`src/rtl/divisor_ruta_datos_pkg.sv`:
```
// Shared definitions for the restoring-divider datapath: state-bit indices
// of the one-hot controller word and a multi-hot detector.
package divisor_ruta_datos_pkg;

  localparam int unsigned EST_W = 8;

  // Bit positions inside Est; the microcode assembler uses the same indices.
  typedef enum int unsigned {
    EST_REPOSO = 0,
    EST_CARGA  = 1,
    EST_VERIF  = 2,
    EST_DESPL  = 3,
    EST_RESTA  = 4,
    EST_AJUSTE = 5,
    EST_DECR   = 6,
    EST_FIN    = 7
  } estBit_e;

  // True when more than one state bit is asserted.
  function automatic logic esMultiHot(input logic [EST_W-1:0] e);
    return (e & (e - EST_W'(1))) != '0;
  endfunction

endpackage

```
`src/rtl/divisor_ruta_datos_sumres.sv`:
```
// Shared adder/subtractor used by RESTA (subtract) and AJUSTE (restore add).
module divisor_sumres #(
  parameter int unsigned W = 17
) (
  input  logic [W-1:0] a,
  input  logic [W-1:0] b,
  input  logic         resta,
  output logic [W-1:0] y
);

  // resta=1 computes a-b, otherwise a+b; both modulo 2^W.
  always_comb begin
    y = a + b;
    if (resta) y = a - b;
  end

endmodule

```
`src/rtl/divisor_ruta_datos.sv`:
```
// Restoring-divider datapath driven by the one-hot state word of the
// microprogrammed controller; returns the two branch flags it tests.
module divisor_ruta_datos
  import divisor_ruta_datos_pkg::*;
#(
  parameter int unsigned ANCHO  = 16,
  parameter int unsigned CONT_W = $clog2(ANCHO) + 1
) (
  input  logic             reloj,
  input  logic             reset,
  input  logic [7:0]       Est,
  input  logic [ANCHO-1:0] dividendo_in,
  input  logic [ANCHO-1:0] divisor_in,
  output logic             Cont16NoCero,
  output logic             divisorNoCero,
  output logic [ANCHO-1:0] cociente,
  output logic [ANCHO-1:0] residuo,
  output logic             listo,
  output logic             error_div,
  output logic             error_est
);

  logic [ANCHO:0]   A;
  logic [ANCHO-1:0] Q;
  logic [ANCHO-1:0] M;
  logic [CONT_W-1:0] cnt;
  logic [ANCHO:0]   sumresY;
  logic             multiHot;

  assign multiHot      = esMultiHot(Est);
  assign Cont16NoCero  = (cnt != '0);
  assign divisorNoCero = (M != '0);

  // Subtract during RESTA, add back during AJUSTE; operand M is zero-extended.
  divisor_sumres #(.W(ANCHO + 1)) uSumres (
    .a     (A),
    .b     ({1'b0, M}),
    .resta (Est[EST_RESTA]),
    .y     (sumresY)
  );

  // One register transfer per asserted state bit; multi-hot words only flag an error.
  always_ff @(posedge reloj or posedge reset) begin
    if (reset) begin
      A         <= '0;
      Q         <= '0;
      M         <= '0;
      cnt       <= '0;
      cociente  <= '0;
      residuo   <= '0;
      listo     <= 1'b0;
      error_div <= 1'b0;
      error_est <= 1'b0;
    end else if (multiHot) begin
      error_est <= 1'b1;
    end else begin
      if (Est[EST_CARGA]) begin
        A         <= '0;
        Q         <= dividendo_in;
        M         <= divisor_in;
        cnt       <= CONT_W'(ANCHO);
        listo     <= 1'b0;
        error_div <= 1'b0;
        error_est <= 1'b0;
      end
      if (Est[EST_VERIF]) begin
        error_div <= (M == '0);
      end
      if (Est[EST_DESPL]) begin
        A <= {A[ANCHO-1:0], Q[ANCHO-1]};
        Q <= {Q[ANCHO-2:0], 1'b0};
      end
      if (Est[EST_RESTA]) begin
        A <= sumresY;
      end
      if (Est[EST_AJUSTE]) begin
        if (A[ANCHO]) begin
          A    <= sumresY;
          Q[0] <= 1'b0;
        end else begin
          Q[0] <= 1'b1;
        end
      end
      if (Est[EST_DECR]) begin
        if (cnt != '0) cnt <= cnt - CONT_W'(1);
      end
      if (Est[EST_FIN]) begin
        listo <= 1'b1;
        if (error_div) begin
          // The controller skipped the loop, so Q still holds the dividend.
          cociente <= '1;
          residuo  <= Q;
        end else begin
          cociente <= Q;
          residuo  <= A[ANCHO-1:0];
        end
      end
    end
  end

endmodule
```
`config.mk`:
```
export PLATFORM = sky130hd
export DESIGN_NAME = divisor_ruta_datos
export DESIGN_NICKNAME = d
export VERILOG_FILES = /design/src/rtl/divisor_ruta_datos_pkg.sv /design/src/rtl/divisor_ruta_datos_sumres.sv /design/src/rtl/divisor_ruta_datos.sv
export SDC_FILE = /design/constraint.sdc
export NUM_CORES = 1
export LEC_CHECK = 0
export ABC_AREA = 1
export CORE_MARGIN = 4
export CORE_UTILIZATION = 25
export CTS_CLUSTER_SIZE = 12
export DETAILED_ROUTE_END_ITERATION = 8
export SLEW_MARGIN = 10
export SYNTH_ARGS = -nofsm -noshare
export SYNTH_HDL_FRONTEND = slang
export SYNTH_SLANG_ARGS = --single-unit
```
`constraint.sdc`:
```
create_clock -name reloj -period 2.3 [get_ports reloj]
set_input_delay 0.23 -clock reloj [delete_from_list [all_inputs] [get_ports reloj]]
set_output_delay 0.23 -clock reloj [all_outputs]
set_load 0.01 [all_outputs]
```
Yosys cells after proc, flatten, opt, wreduce, memory -nomap -nowiden:

Cells that the tools add are included.

* RAM bits: 0
* bits in latches: 0
* memories kept: 0
* bits in read-only memories: 0
* input bits: 42
* flip-flop bits (word level): 89
* word-level logic and storage cells: 50

* bitwise logic cells: 2
* reduce and logical (&&, ||, !) cells: 15
* $mul: 0
* div/mod/pow operators: 0
* mux-type cells: 19
* magnitude comparators: 0
* $add $sub $neg: 4
* shifts and indexed selects: 0
* equal/unequal tests: 0

Operators with widths (number)
* two-way mux 17 bit: 6
* two-way mux 16 bit: 4
* adder 17 x 16 -> 17 bit: 1
* subtractor 17 x 16 -> 17 bit: 1
* logical NOT 16 bit: 1
* nonzero test 16 bit: 1
* two-way mux 5 bit: 3
* AND reduction 2 bit: 6
* AND 8 bit: 1
* nonzero test 2 bit: 4
* nonzero test 8 bit: 1
* subtractor 8 x 1 -> 8 bit, second input constant: 1
* two-way mux 1 bit: 6
* nonzero test 5 bit: 1
* subtractor 5 x 1 -> 5 bit, second input constant: 1
* nonzero test 3 bit: 1
* NOT 1 bit: 1

Longest topological paths before layout:

Gate-level depths: netlist of the first run.

* word-level depth: 5
* gate-level depth with buffers: 23
* gate-level depth less buffers: 23

Cells and area by module:

A second synthesis of the first run with hierarchy kept.

* cell total of the unflattened synthesis: 942
* area, all modules: 6254.7 µm²

Modules (own cells, without submodules)
* divisor_ruta_datos: times used 1, area an instance 4740.8 µm², sequential area each 2227.1 µm², cells an instance 655
* divisor_sumres: times used 1, area an instance 1514.0 µm², sequential area each 0.0 µm², cells an instance 287

Least setup slack after synthesis of the first run:

Ideal clock, no wire load.

* path kind: reg2reg
* start: register M[0]
* end: register A[15]
* data arrival time: 2.448 ns
* slack: -0.265 ns
* setup time: 0.117 ns
* path buffers: 0
* stages on the path, launching flop included: 20
* cell sequence: dfrtp_1 nor3_1 nor2_1 nor2_1 o21ai_0 nor2_1 nand2_1 xor2_1 inv_1 ha_1 inv_1 nor3_1 and2_1 nand2_1 nand3_1 nand2_1 nand2_1 nand2_1 nand3_1 nand2_1

* cells in the longest elaborated chain, start to end: 5
* elaborated cells on any way between the ends: 6

Ends and longest elaborated chain
* start: declaration: line divisor_ruta_datos.sv:25 `logic [ANCHO-1:0] M;`
* start signal: assignment: line divisor_ruta_datos.sv:60 `M <= divisor_in;`
* adder 17 x 16 -> 17 bit / subtractor 17 x 16 -> 17 bit (equally long branches): line divisor_ruta_datos_sumres.sv:13, divisor_ruta_datos_sumres.sv:14
* two-way mux 17 bit (*): line divisor_ruta_datos_sumres.sv:14 `if (resta) y = a - b;`
* two-way mux 17 bit: line divisor_ruta_datos.sv:73 `if (Est[EST_RESTA]) begin`
* two-way mux 17 bit: line divisor_ruta_datos.sv:77 `if (A[ANCHO]) begin`
* two-way mux 17 bit (*): line divisor_ruta_datos.sv:76 `if (Est[EST_AJUSTE]) begin`
* end signal: assignment: line divisor_ruta_datos.sv:70 `A <= {A[ANCHO-1:0], Q[ANCHO-1]};`
* end signal: assignment: line divisor_ruta_datos.sv:74 `A <= sumresY;`
* end signal: assignment: line divisor_ruta_datos.sv:78 `A <= sumresY;`
* end: declaration: line divisor_ruta_datos.sv:23 `logic [ANCHO:0] A;`

Every way passes the cells marked *; elsewhere a longest branch is shown, timed or not.
A chain may end at the register's enable or synchronous reset.

Worst setup path in the final report of the first run:

* start: register M[2]
* end: register A[15]

Same word-level chain as after synthesis.

==> metrics.md, run 1 <==
| Metric | Value |
|---|---|
| Clock buffer depth | `2` |
| Cell Count, Final, Fillers Out | `roughly 1200` |
| Port Buffer Count | `78` |
| MaxCap Viol Count | `0` |
| Layout cells sized above 1 | `0.2257` |
| Met3 Use GR | `0.02530` |
| GRT Total Usage | `0.1413` |
| XOR/XNOR Fraction of Synth Area | `0.02983` |
| CTS tree | `yes` |
| Min Clock Period, post-route | `2.647 ns` |
| Delay-heaviest family, CP | `simple AND/OR/NAND/NOR gates` |
| Switching Fraction | `0.3942` |
| Routed WL | `17210 um` |
| Combinational power share | `0.497` |
| Antenna violations before repair | `0` |
| DRC errors left | `0` |
| Power Density | `951.2 mW/mm^2` |
| Crit path capture type | `flop` |
| Total gr overflow | `0` |
| Cells after DPL | `1208` |
| Worst path max stage delay | `0.39 ns` |
| Ports | `79` |
| WP data required | `2.55 ns` |
| CP Launch Type | `flop` |
| Setup CP Type | `flop to flop` |
| DR iter-0 viols | `between 200 and 300` |
| Commonest non-fill, non-tap cell in the layout | `nand2_1` |
| Switch Pwr | `0.003060 W` |
| CTS Sinks | `about 90` |
| Reg power frac | `0.287` |
| Slowest CP cell | `dfrtp_1` |
| Post-Syn Area per Cell | `6.946 um^2` |
| Synth async-reset ratio | `1.000` |
| Clk network pwr share | `0.215` |
| Synth unique cells | `37` |
| Htree depth | `3` |
| Final setup violation count | `11` |
| Vert. Die Dim | `157.4 um` |
| Yosys Warn Count | `0` |
| M1 GR Usage | `0.1934` |
| VDD IR-drop max | `~0.45 mV` |
| Seq cells post-synth | `89` |
| Synth Area in Simple Gates | `0.3138` |
| Adder-cell share of the synthesized area | `0.04397` |
| Worst path bufs/invs | `3` |
| Slew @ Worst Pin | `0.5218 ns` |
| Num CTS Buffers | `9` |
| Die Footprint | `approximately 0.025 mm^2` |
| # rows | `54` |
| DRT Pass-1 Iters | `5` |
| Synth Area in Compound Gates | `0.1319` |
| N_diodes | `0` |
| Fmax | `377.9 MHz` |
| Gr busiest metal | `met2` |
| Worst Path Arrival | `2.89 ns` |
| Most frequent cells in the layout | `284 x nand2_1, 89 x dfrtp_1, 77 x clkdlybuf4s50_1` |
| Worst-path clk slew | `0.07 ns` |
| Initial core utilization | `0.2548` |
| Post-synth EDFFs | `0` |
| Failing checks | `setup timing` |
| CTS Hold Bufs | `0` |
| Largest family of logic cells by synthesized area | `simple AND/OR/NAND/NOR gates` |
| Seq/Total Area, Yosys | `0.3993` |
| RSZ-0062 raised after global routing | `true` |
| Number of global-route vias before repair | `5448` |
| Final core utilization | `0.3728` |
| Ys flop type | `dfrtp_1` |
| First-pass GRT wire length | `between 20000 and 30000 um` |
| Mapped Area | `about 0.0056 mm^2` |
| Relative slew slack | `0.6514` |
| Largest net degree at the start of global routing | `34` |
| Via-per-instance ratio | `between 4 and 5` |
| Die W | `between 150 and 200 um` |
| Max Slew Vio Count | `0` |
| Area Overhead vs Synth | `46.30%` |
| Clock latency on the worst-skew pair | `0.35 ns` |
| Syn nets | `approximately 860` |
| Worst hold path type | `primary input to async pin` |
| Clock root buffer | `clkbuf_16` |
| Most common cell on crit path | `nand2_1` |
| Worst Setup Slack, final | `-0.3465 ns` |
| Leakage | `slightly above 4 nW` |
| Status | `finished with violations` |
| Routability cong. | `0.8587` |
| Final ANT Viol Nets | `0` |
| Ordered cell list for the critical path | `buf_4 -> nor2_4 -> nand2_4 -> buf_6 -> nor2_4 -> buf_6 -> nor2_1 -> xnor2_1 -> ha_1 -> nand2_1 -> nand2_1 -> nand2_1 -> nand2_1 -> a21oi_2 -> nand2_2 -> nand2_2 -> nand2_1 -> nand2_1 -> nand2_1 -> nand3_1 -> nand2_1` |
| Post-Syn Instances | `803` |
| Met2 GRT Util | `0.2320` |
| Skew final | `0.009825 ns` |
| Layout Nets | `1013` |
| Final hold viol count | `0` |
| Fin crit share | `1.151` |
| Via count | `5531` |
| Internal power | `around 0.0047 W` |
| Multiplexer share of the synthesized area | `0` |
| CP max FO | `4` |
| Detailed placer's ending HPWL | `12660 um` |
| Routed WL per cell | `13.92 um` |
| Core Region | `0.02189 mm^2` |
[stage by stage]
stage / cell area [um^2] / worst slack [ns] / total power, W / hold slack [ns] / setup TNS, ns
2_1_floorplan: 5614 / -0.2169 / 0.003962 / 0.3396 / -0.5390
3_3_place_gp: 7256 / -0.5505 / 0.005190 / 0.4542 / -5.777
3_5_place_dp: 7256 / -0.6351 / 0.005238 / 0.4580 / -6.530
4_1_cts: 7935 / -0.3272 / 0.007381 / 0.2912 / -2.296
5_1_grt: 8160 / -0.6069 / 0.008338 / 0.3167 / -5.136
6_report: 8160 / -0.3465 / 0.007762 / 0.2692 / -2.569
[synthesized netlist by cell type (3+ instances only)]
master	count	area, um^2
o31ai_1	8	60.06
o21ai_0	59	295.3
o22ai_1	4	25.02
o221ai_1	7	61.31
o21a_1	14	105.1
inv_2	4	15.01
o21ai_1	4	20.02
xor2_1	12	105.1
clkbuf_1	11	41.29
a21oi_1	20	100.1
buf_2	14	70.07
o21bai_1	3	22.52
inv_1	80	300.3
nand3_1	51	255.2
xnor2_1	7	61.31
nand2_1	328	1231
or2_2	3	18.77
nor2_1	41	153.9
ha_1	18	225.2
nor3_1	6	30.03
dfrtp_1	89	2227
[final cells by class]
cell class	count	area, um^2
Timing Repair Buffer	166	1538
Multi-Input combinational cell	600	3379
Fill cell	2313	13730
Clock inverter	6	100.1
Sequential cell	89	2227
Clock buffer	10	229.0
Tap cell	280	350.3
Inverter	86	336.6
[layer usage]
layer,share of wire,wire length (um)
met1,0.47,8128
met2,0.47,8049
met3,0.048,826
met4,0.012,209
met5,0,0
[sequential cells by signal, summed over array words and instances (netlist names)]
register	flops
A	17
M	16
Q	16
cnt	5
cociente	16
error_div	1
error_est	1
listo	1
residuo	16
[worst register-to-register path: stages (launching register included)]
cell     delay [ns]
dfrtp_1        0.39
buf_4          0.15
nor2_4         0.12
nand2_4        0.07
buf_6          0.12
nor2_4         0.09
buf_6          0.11
nor2_1         0.04
xnor2_1        0.17
ha_1           0.32
nand2_1        0.14
nand2_1        0.07
nand2_1        0.05
nand2_1        0.08
a21oi_2        0.20
nand2_2        0.08
nand2_2        0.08
nand2_1        0.05
nand2_1        0.05
nand2_1        0.04
nand3_1        0.06
nand2_1        0.05
[power by group through the flow]
stage               Sequential, W  Clock [W]  Combinational (W)
floorplan                 0.00216          0            0.00180
global placement          0.00223          0            0.00296
detailed placement        0.00224          0            0.00300
CTS                       0.00222    0.00170            0.00345
global route              0.00227    0.00177            0.00429
finish                    0.00223    0.00167            0.00386
[kinds of logic after synthesis]
logic type / after synthesis
xor+xnor: 19
buf+inv: 114
fa+ha+maj: 19
flops: 89
simple gates: 437
compound gates: 125
[path summary, 6_finish.rpt]
check	startpoint	slack, ns	endpoint	depth (start not counted)
setup / recovery	M[2]	-0.35	A[15]	21
hold / removal	reset	0.27	cnt[4]	2
setup reg to reg	M[2]	-0.35	A[15]	21
hold reg to reg	cociente[10]	0.47	cociente[10]	2
max in group asynchronous	reset	1.33	residuo[13]	4
min in group reloj	divisor_in[8]	0.42	M[8]	3
[repair_timing]
item / 4_1_cts / 5_1_grt
gates cloned: 0 / 0
resized for setup: 79 / 55
pin swaps: 49 / 45
setup endpoints to repair: 14 / 14
setup buffers: 10 / 4
No activity file was read; power rests on OpenSTA's default activity.
==> inputs of run 2 (changes only) <==
Settings changed: DONT_BUFFER_PORTS from default to 1.
==> run 2 against run 1 <==
Against the previous run:
- register-to-register slack improved by 0.07 ns
- fmax up 2.8%
- hold slack worse by 0.26 ns
- the run still ends with setup timing left
- highest routed layer unchanged
- first-iteration DRC count up 24%
- clock skew is 0.0025 ns lower
- via count down 3.9%
- worst setup slack better by 0.071 ns
==> metrics.md, run 2 (same netlist as run 1, synthesis figures left out) <==
| Metric | Value |
|---|---|
| Reg2reg path depth | `19` |
| Reg power frac | `0.315` |
| R2R Setup Slk | `-0.28 ns` |
| Layout fillers | `2331` |
| Via count | `around 5300` |
| Clk network pwr share | `0.195` |
| Setup CP Type | `flop to flop` |
| Cells after DPL | `1107` |
| Status | `finished with violations` |
| Final core utilization | `0.3307` |
| Worst Setup Slack, final | `-0.2755 ns` |
| Area Overhead vs Synth | `29.79%` |
| Largest net degree at the start of global routing | `50` |
| Detailed placer's ending HPWL | `about 12000 um` |
| Leakage | `3.596 nW` |
| Slowest CP cell | `dfrtp_1` |
| Fin crit share | `1.120` |
| N_diodes | `0` |
| Multi-input logic area | `0.003430 mm^2` |
| Worst-path clk slew | `0.07 ns` |
| Placement Cell Area | `0.006252 mm^2` |
| Fmax | `388.3 MHz` |
| WP data required | `between 2 and 3 ns` |
| Switching Fraction | `0.4124` |
| Final ANT Viol Nets | `0` |
| Fin area | `0.007239 mm^2` |
| Most common cell on crit path | `nand2_1` |
| CTS tree | `yes` |
| CP Launch Type | `flop` |
| DRC errors left | `0` |
| Power Density | `~1000 mW/mm^2` |
| Via-per-instance ratio | `4.645` |
| Most frequent cells in the layout | `299 x nand2_1, 86 x dfrtp_1, 68 x inv_1` |
| VDD IR-drop max | `0.5132 mV` |
| Max Slew Vio Count | `0` |
| RSZ-0062 raised after global routing | `true` |
| Crit path capture type | `flop` |
| Ordered cell list for the critical path | `nor3_2 -> nor2_1 -> nor2_2 -> o21ai_2 -> nor2_2 -> nand2_1 -> xor2_1 -> inv_1 -> ha_4 -> inv_2 -> nor3_4 -> and2_1 -> nand2_1 -> nand3_1 -> nand2_1 -> nand2_1 -> nand2_1 -> nand3_1 -> nand2_1` |
| Htree depth | `3` |
| DR iter-0 viols | `317` |
| Ports | `79` |
| Port Buffer Count | `0` |
| Number of global-route vias before repair | `5064` |
| Commonest non-fill, non-tap cell in the layout | `nand2_1` |
| Slew @ Worst Pin | `0.9891 ns` |
| Worst Path Arrival | `about 2.8 ns` |
| Die W | `157.4 um` |
| Tightest hold margin | `roughly 0.011 ns` |
| Routed WL | `about 17000 um` |
| RR Endpoint | `A[15]` |
| Vert. Die Dim | `157.4 um` |
| First-pass GRT wire length | `26670 um` |
| Largest register FFs | `17` |
| Final hold viol count | `0` |
| Skew final | `0.007282 ns` |
| Combinational power share | `0.490` |
| Internal power | `0.004289 W` |
| Failing checks | `setup timing` |
| Total gr overflow | `0` |
| Layout Nets | `between 900 and 1000` |
| GRT Total Usage | `0.1344` |
| Num CTS Buffers | `9` |
| MaxCap Viol Count | `0` |
| Worst hold path type | `primary input to flop` |
| Antenna violations before repair | `0` |
| Switch Pwr | `0.003011 W` |
| # rows | `54` |
| Clock latency on the worst-skew pair | `0.35 ns` |
| Routed WL per cell | `14.75 um` |
| Clock buffer depth | `2` |
| Final setup violation count | `11` |
| Cell Count, Final, Fillers Out | `1145` |
| Relative slew slack | `0.3399` |
| Worst Setup EP | `A[15]` |
| Initial core utilization | `0.2548` |
| Die Footprint | `0.02477 mm^2` |
| Sequential cell area | `roughly 0.0022 mm^2` |
| Crit Reg-Reg Startpoint | `M[1]` |
| Tot Pwr | `0.007300 W` |
| Clock root buffer | `clkbuf_16` |
| Min Clock Period, post-route | `2.576 ns` |
| Core Region | `0.02189 mm^2` |
| CTS Sinks | `89` |
| Layout cells sized above 1 | `0.2150` |
| CP max FO | `4` |
| Reg with most FFs | `A` |
| Worst path max stage delay | `0.41 ns` |
| Routability cong. | `0.9142` |
| DRT Pass-1 Iters | `5` |
| CP Launch Point | `M[1]` |
## run 2: power groups by stage
| stage | combinational [W] | clock [W] | sequential, W |
|---|---|---|---|
| floorplan | 0.00180 | 0 | 0.00216 |
| global placement | 0.00260 | 0 | 0.00228 |
| detailed placement | 0.00263 | 0 | 0.00229 |
| CTS | 0.00296 | 0.00147 | 0.00227 |
| global route | 0.00398 | 0.00154 | 0.00235 |
| finish | 0.00358 | 0.00142 | 0.00230 |
## run 2: timing repair
action / CTS / global route
gates resized for setup: 44 / 79
hold buffers: 12 / 0
endpoints found under the setup margin: 13 / 14
hold endpoints to repair: 30 / 0
setup buffers: 7 / 3
pin swaps: 28 / 16
## run 2: worst max-delay path, delay by kind of cell, from the launching register on
kind | cells | cell delay, ns
adders and majority gates | 1 | 0.30
DFF | 1 | 0.41
buffers and inverters | 2 | 0.13
xor gates and xnor gates | 1 | 0.13
AOI/OAI and AO/OA | 1 | 0.10
and+or+nand+nor | 14 | 1.41
## run 2: through the flow
step	setup slack [ns]	TNS (ns)
4_1_cts	-0.2990	-2.340
6_report	-0.2755	-2.235
3_5_place_dp	-0.4362	-3.318
3_3_place_gp	-0.3105	-2.635
5_1_grt	-0.5053	-4.390
2_1_floorplan	-0.2169	-0.5390
## run 2: final cells by class
| cell class | instances | area share |
|---|---|---|
| inverters | 86 | 0.04511 |
| multi-input cells | 600 | 0.4737 |
| clock inverters | 6 | 0.007086 |
| well taps | 280 | 0.04839 |
| flip-flops and latches | 89 | 0.3082 |
| clock buffers | 10 | 0.03163 |
| repair buffers | 74 | 0.08590 |
## run 2: per-layer routing
layer	vias to the layer above	routed length [um]	global-route usage
met5	-	0	0
met4	0	127	0.02827
met3	7	1126	0.02805
met2	145	7519	0.2090
met1	2480	8112	0.1931
li1	2686	-	-
## run 2: worst min-delay path by stage
stage                         from    end  slack, ns  depth (start not counted)
global route         divisor_in[3]   M[3]       0.01                          2
finish               divisor_in[2]   M[2]       0.01                          2
global placement             reset   M[2]       0.19                          1
floorplan           divisor_in[10]  M[10]       0.34                          2
detailed placement           reset   M[1]       0.18                          1
CTS                  divisor_in[2]   M[2]     0.0008                          2
==> inputs of run 3 (changes only) <==
Settings changed: CORE_UTILIZATION 25 to 58, PLACE_DENSITY from default to 0.76.
==> run 3 against run 2 <==
Against the previous run:
- the run still ends with setup timing left
- wire length is 7.2% higher
- sequential share of layout area is 0.39 points lower
- core utilization is 46 points higher
- sequential power hardly changed
==> metrics.md, run 3 (same netlist as run 1, synthesis figures left out) <==
| Metric | Value |
|---|---|
| Largest register FFs | `17` |
| WHS Path Cells | `2` |
| MaxCap Viol Count | `0` |
| Clock latency on the worst-skew pair | `0.37 ns` |
| Switching Fraction | `0.4515` |
| Largest net degree at the start of global routing | `50` |
| Reg2reg path depth | `19` |
| # rows | `35` |
| Tightest hold margin | `0.001918 ns` |
| DRC errors left | `0` |
| Final setup violation count | `13` |
| Reg with most FFs | `A` |
| Status | `finished with violations` |
| Fin crit share | `1.185` |
| Final core utilization | `0.7885` |
| Max Slew Vio Count | `0` |
| Die Footprint | `0.01125 mm^2` |
| CTS tree | `yes` |
| Die W | `106.1 um` |
| Num CTS Buffers | `9` |
| Clock buffer depth | `2` |
| Number of global-route vias before repair | `between 5000 and 6000` |
| Setup_tns | `-3.552 ns` |
| Slew @ Worst Pin | `a little over 0.9 ns` |
| Commonest non-fill, non-tap cell in the layout | `nand2_1` |
| Routed WL | `~18000 um` |
| Worst hold path type | `primary input to flop` |
| Layout cells sized above 1 | `0.2614` |
| Final hold viol count | `0` |
| N_diodes | `0` |
| GRT Total Usage | `0.2987` |
| Most frequent cells in the layout | `282 x nand2_1, 89 x dfrtp_1, 63 x inv_1` |
| CP Launch Type | `flop` |
| Final ANT Viol Nets | `0` |
| Relative slew slack | `0.3876` |
| First-pass GRT wire length | `26850 um` |
| Min Clock Period, post-route | `2.726 ns` |
| Total gr overflow | `0` |
| Setup CP Type | `flop to flop` |
| Fmax | `366.8 MHz` |
| Worst-path clk slew | `0.10 ns` |
| Tot Pwr | `0.007562 W` |
| DRT Pass-1 Iters | `6` |
| VDD IR-drop max | `0.7282 mV` |
| Area Overhead vs Synth | `31.25%` |
| Reg power frac | `0.301` |
| Core Region | `0.009284 mm^2` |
| Via count | `5869` |
| Worst Setup Slack, final | `-0.4261 ns` |
| Power Density | `between 1000 and 1500 mW/mm^2` |
| Switch Pwr | `0.003414 W` |
| CTS Sinks | `89` |
| Antenna violations before repair | `0` |
| Via-per-instance ratio | `5.817` |
| CP max FO | `4` |
| Pre-CTS setup slack | `-0.4761 ns` |
| Routed WL per cell | `17.94 um` |
| Clk network pwr share | `0.145` |
| Htree depth | `3` |
| Clock root buffer | `clkbuf_8` |
| Ports | `79` |
| Detailed placer's ending HPWL | `11680 um` |
| Worst Path Arrival | `between 2 and 3 ns` |
| DR iter-0 viols | `448` |
| Vert. Die Dim | `106.1 um` |
| Leakage | `roughly 3.7 nW` |
| Crit path capture type | `flop` |
| Initial core utilization | `0.6008` |
| Failing checks | `setup timing` |
| Layout Nets | `936` |
| Routability cong. | `0.9163` |
| WP data required | `2.56 ns` |
| RSZ-0062 raised after global routing | `true` |
| Skew final | `roughly 0.017 ns` |
| Combinational power share | `0.553` |
| Port Buffer Count | `0` |
| Internal power | `around 0.0041 W` |
==> run 3: cell count changes in the layout (fill, tap and decap cells not counted), sizes merged <==
| cell | previous run | this run |
|---|---|---|
| buf | 62 | 73 |
| clkbuf | 10 | 9 |
| clkinv | 2 | 6 |
| clkinvlp | 4 | 1 |
| dlygate4sd3 | 12 | 16 |
==> run 3: worst max-delay path, stage by stage (launching register included) <==
cell and delay, ns:
dfrtp_1 0.43, nor3_2 0.21, nor2_2 0.07, nor2_2 0.15
o21ai_2 0.11, nor2_2 0.21, buf_4 0.16, xor2_2 0.16
ha_4 0.25, nand2_4 0.10, nor3_4 0.05, buf_4 0.14
a21oi_4 0.16, nand2_1 0.07, nand2_1 0.08, nand2_1 0.06
nand2_1 0.06, nand2_1 0.04, nand3_1 0.06, nand2_1 0.06
==> run 3: path summary, 6_finish.rpt <==
kind                          startpoint          end  slack [ns]
min in group asynchronous          reset       cnt[3]        0.40
min reg2reg                       cnt[4]       cnt[4]        0.54
max reg2reg                         M[0]        A[15]       -0.43
max                                 M[0]        A[15]       -0.43
max in group asynchronous          reset  residuo[12]        1.10
min                        divisor_in[1]         M[1]       0.002
==> run 3: area by class of cell <==
type	count	area [um^2]
clock buffer	9	123.9
timing repair buffer	89	778.2
tap	129	161.4
multi-input combinational	600	3610
inverter	86	336.6
sequential	89	2227
fill	629	1963
clock inverter	7	83.83
==> run 3: through the flow <==
step / cells / area, um^2
after floorplan: 803 / 5614
after global placement: 953 / 6038
after detailed placement: 953 / 6038
after CTS: 1002 / 6819
after global routing: 1009 / 7321
final: 1009 / 7321
==> run 3: power by group through the flow <==
stage	Sequential, W	Clock (W)	Combinational (W)
after global placement	0.00225	0	0.00255
after global routing	0.00232	0.00119	0.00450
after floorplan	0.00216	0	0.00180
after CTS	0.00225	0.00111	0.00316
final	0.00228	0.00110	0.00418
after detailed placement	0.00227	0	0.00263
==> run 3: what timing repair did <==
action / 4_1_cts / 5_1_grt
resized for setup: 82 / 110
pin swaps: 57 / 61
hold endpoints to repair: 41 / 0
hold buffers: 16 / 0
setup buffers: 17 / 9
endpoints found under the setup margin: 12 / 15
==> run 3: per-layer routing <==
layer | global-route usage | wire length, um | share of wire | up-vias
met5 | 0 | 0 | 0 | -
met4 | 0.09251 | 610 | 0.034 | 0
met3 | 0.05586 | 1355 | 0.075 | 58
met2 | 0.5146 | 9203 | 0.51 | 308
met1 | 0.3818 | 6934 | 0.38 | 2794
li1 | - | - | - | 2709
==> RTL change: new RTL, config.mk and constraints of run 3 <==
Change the parameter `ANCHO` from 16 to 8.
--- a/src/rtl/divisor_ruta_datos.sv
+++ b/src/rtl/divisor_ruta_datos.sv
@@ -5,3 +5,3 @@
 #(
-  parameter int unsigned ANCHO  = 16,
+  parameter int unsigned ANCHO  = 8,
   parameter int unsigned CONT_W = $clog2(ANCHO) + 1
Interface: changed (resized cociente, dividendo_in, divisor_in and residuo); port bits go from 79 to 47. No check against the original RTL was run, so the function may have changed too.
==> RTL change against run 3 <==
- highest routed layer unchanged
- synthesized cell count decreased by 49%
- worst setup slack improved by 0.54 ns
- total power decreased by 65%
- routed wire length decreased by 61%
- area after synthesis decreased by 44%
- critical path depth decreased by 2
- die area decreased by 41%
- count of clock-buffer cells in the layout decreased by 4
- sequential cell count decreased by 41
- critical path type unchanged
- cell area decreased by 53%
==> RTL change: results (changes against run 3) <==
status complete, no violations; Worst Max-Slew Pin Slew 0.619 ns (-0.298 ns); clk cell area share 2.54% (-0.29 points); Placed Cells 472 (-50%); fraction of area in multi-input gates 52.4% (+3.1 points); setup slack after layout 0.112 ns (+0.538 ns); Gate Count Post-Synth 409 (-49%); post-synthesis sequential area ratio 38.7% (-1.2 points); RD Place Congestion 0.862 (-6.0%); DRT iter0 DRCs 248 (-45%); skew final 0.00812 ns (-0.00882 ns); share of layout cells above drive strength 1 18.6% (-7.5 points); placed inst area 3140 um^2 (-48%); fin area 3440 um^2 (-53%); nets@finish 449 (-52%); hold endpoint M[0]; DPL Wire Length 4960 um (-58%); num rows 26 (-26%); Layout fillers 453 (-28%); most instantiated cells after synthesis nand2_1 (134), dfrtp_1 (48), inv_1 (46); top post-synthesis cells by area dfrtp_1 (39%), nand2_1 (16%), inv_1 (5.6%); post-synthesis adder-cell area fraction 4.68% (+0.28 points); bufs w/o clock 10 (-89%); Post-CTS Setup Inserts 1 (-16); CTS H-tree lvls 2 (-1); CLK BUF 5 (-4); Yosys reg bits 48 (-46%); Post-Route WL 7000 um (-61%); multiplexer share of the synthesized area 1.09% (+1.1 points); Post-Synth XOR/XNOR Area 1.98% (-1.0 points); worst reg-to-reg path cell count 17 (-2); Clk Tree Root Cell clkbuf_8; Hold Path Origin divisor_in[0]; Synth Area in Compound Gates 15.4% (+2.2 points); switching share of power 39.0% (-6.2 points); WL per Instance 14.5 um (-19%); total track usage 22.3% (-7.5 points); Leak 1.70 nW (-55%); CP max stage delay 0.40 ns (-0.03 ns); CP Max Fanout 6 (+2); final-report setup violation count 0 (-13); #MultiIn Comb 301 (-50%); post-cts resize count 7 (-91%); pin count of the biggest net entering global routing 49 (-2.0%); max FFs per register 9 (-8); buffering overhead 2.62% (-8.0 points); hold_buf cts 1 (-15)
==> RTL change: power groups by stage <==
stage                     combinational (mW)  sequential (mW)  clock (mW)
after floorplan                        0.662             1.08           0
after global placement                 0.785             1.11           0
after detailed placement               0.807             1.12           0
after CTS                              0.847             1.11       0.522
after global routing                    1.14             1.14       0.561
final                                   1.01             1.12       0.511
==> RTL change: layer usage <==
| metal | track usage, % | up-vias | routed length, um | share of wire (%) |
|---|---|---|---|---|
| met3 | 5.54 | 10 | 548 | 7.8 |
| met5 | 0 | - | 0 | 0 |
| met4 | 6.08 | 0 | 93 | 1.3 |
| li1 | - | 1326 | - | - |
| met2 | 36.9 | 101 | 3310 | 47 |
| met1 | 29.2 | 1243 | 3050 | 44 |
==> RTL change: stage by stage <==
step | TNS, ns | hold WS (ns)
floorplan | 0 | 0.339
global placement | 0 | 0.179
detailed placement | -0.0818 | 0.180
CTS | 0 | 0.0266
global route | -0.125 | 0.00903
finish | 0 | 0.0317
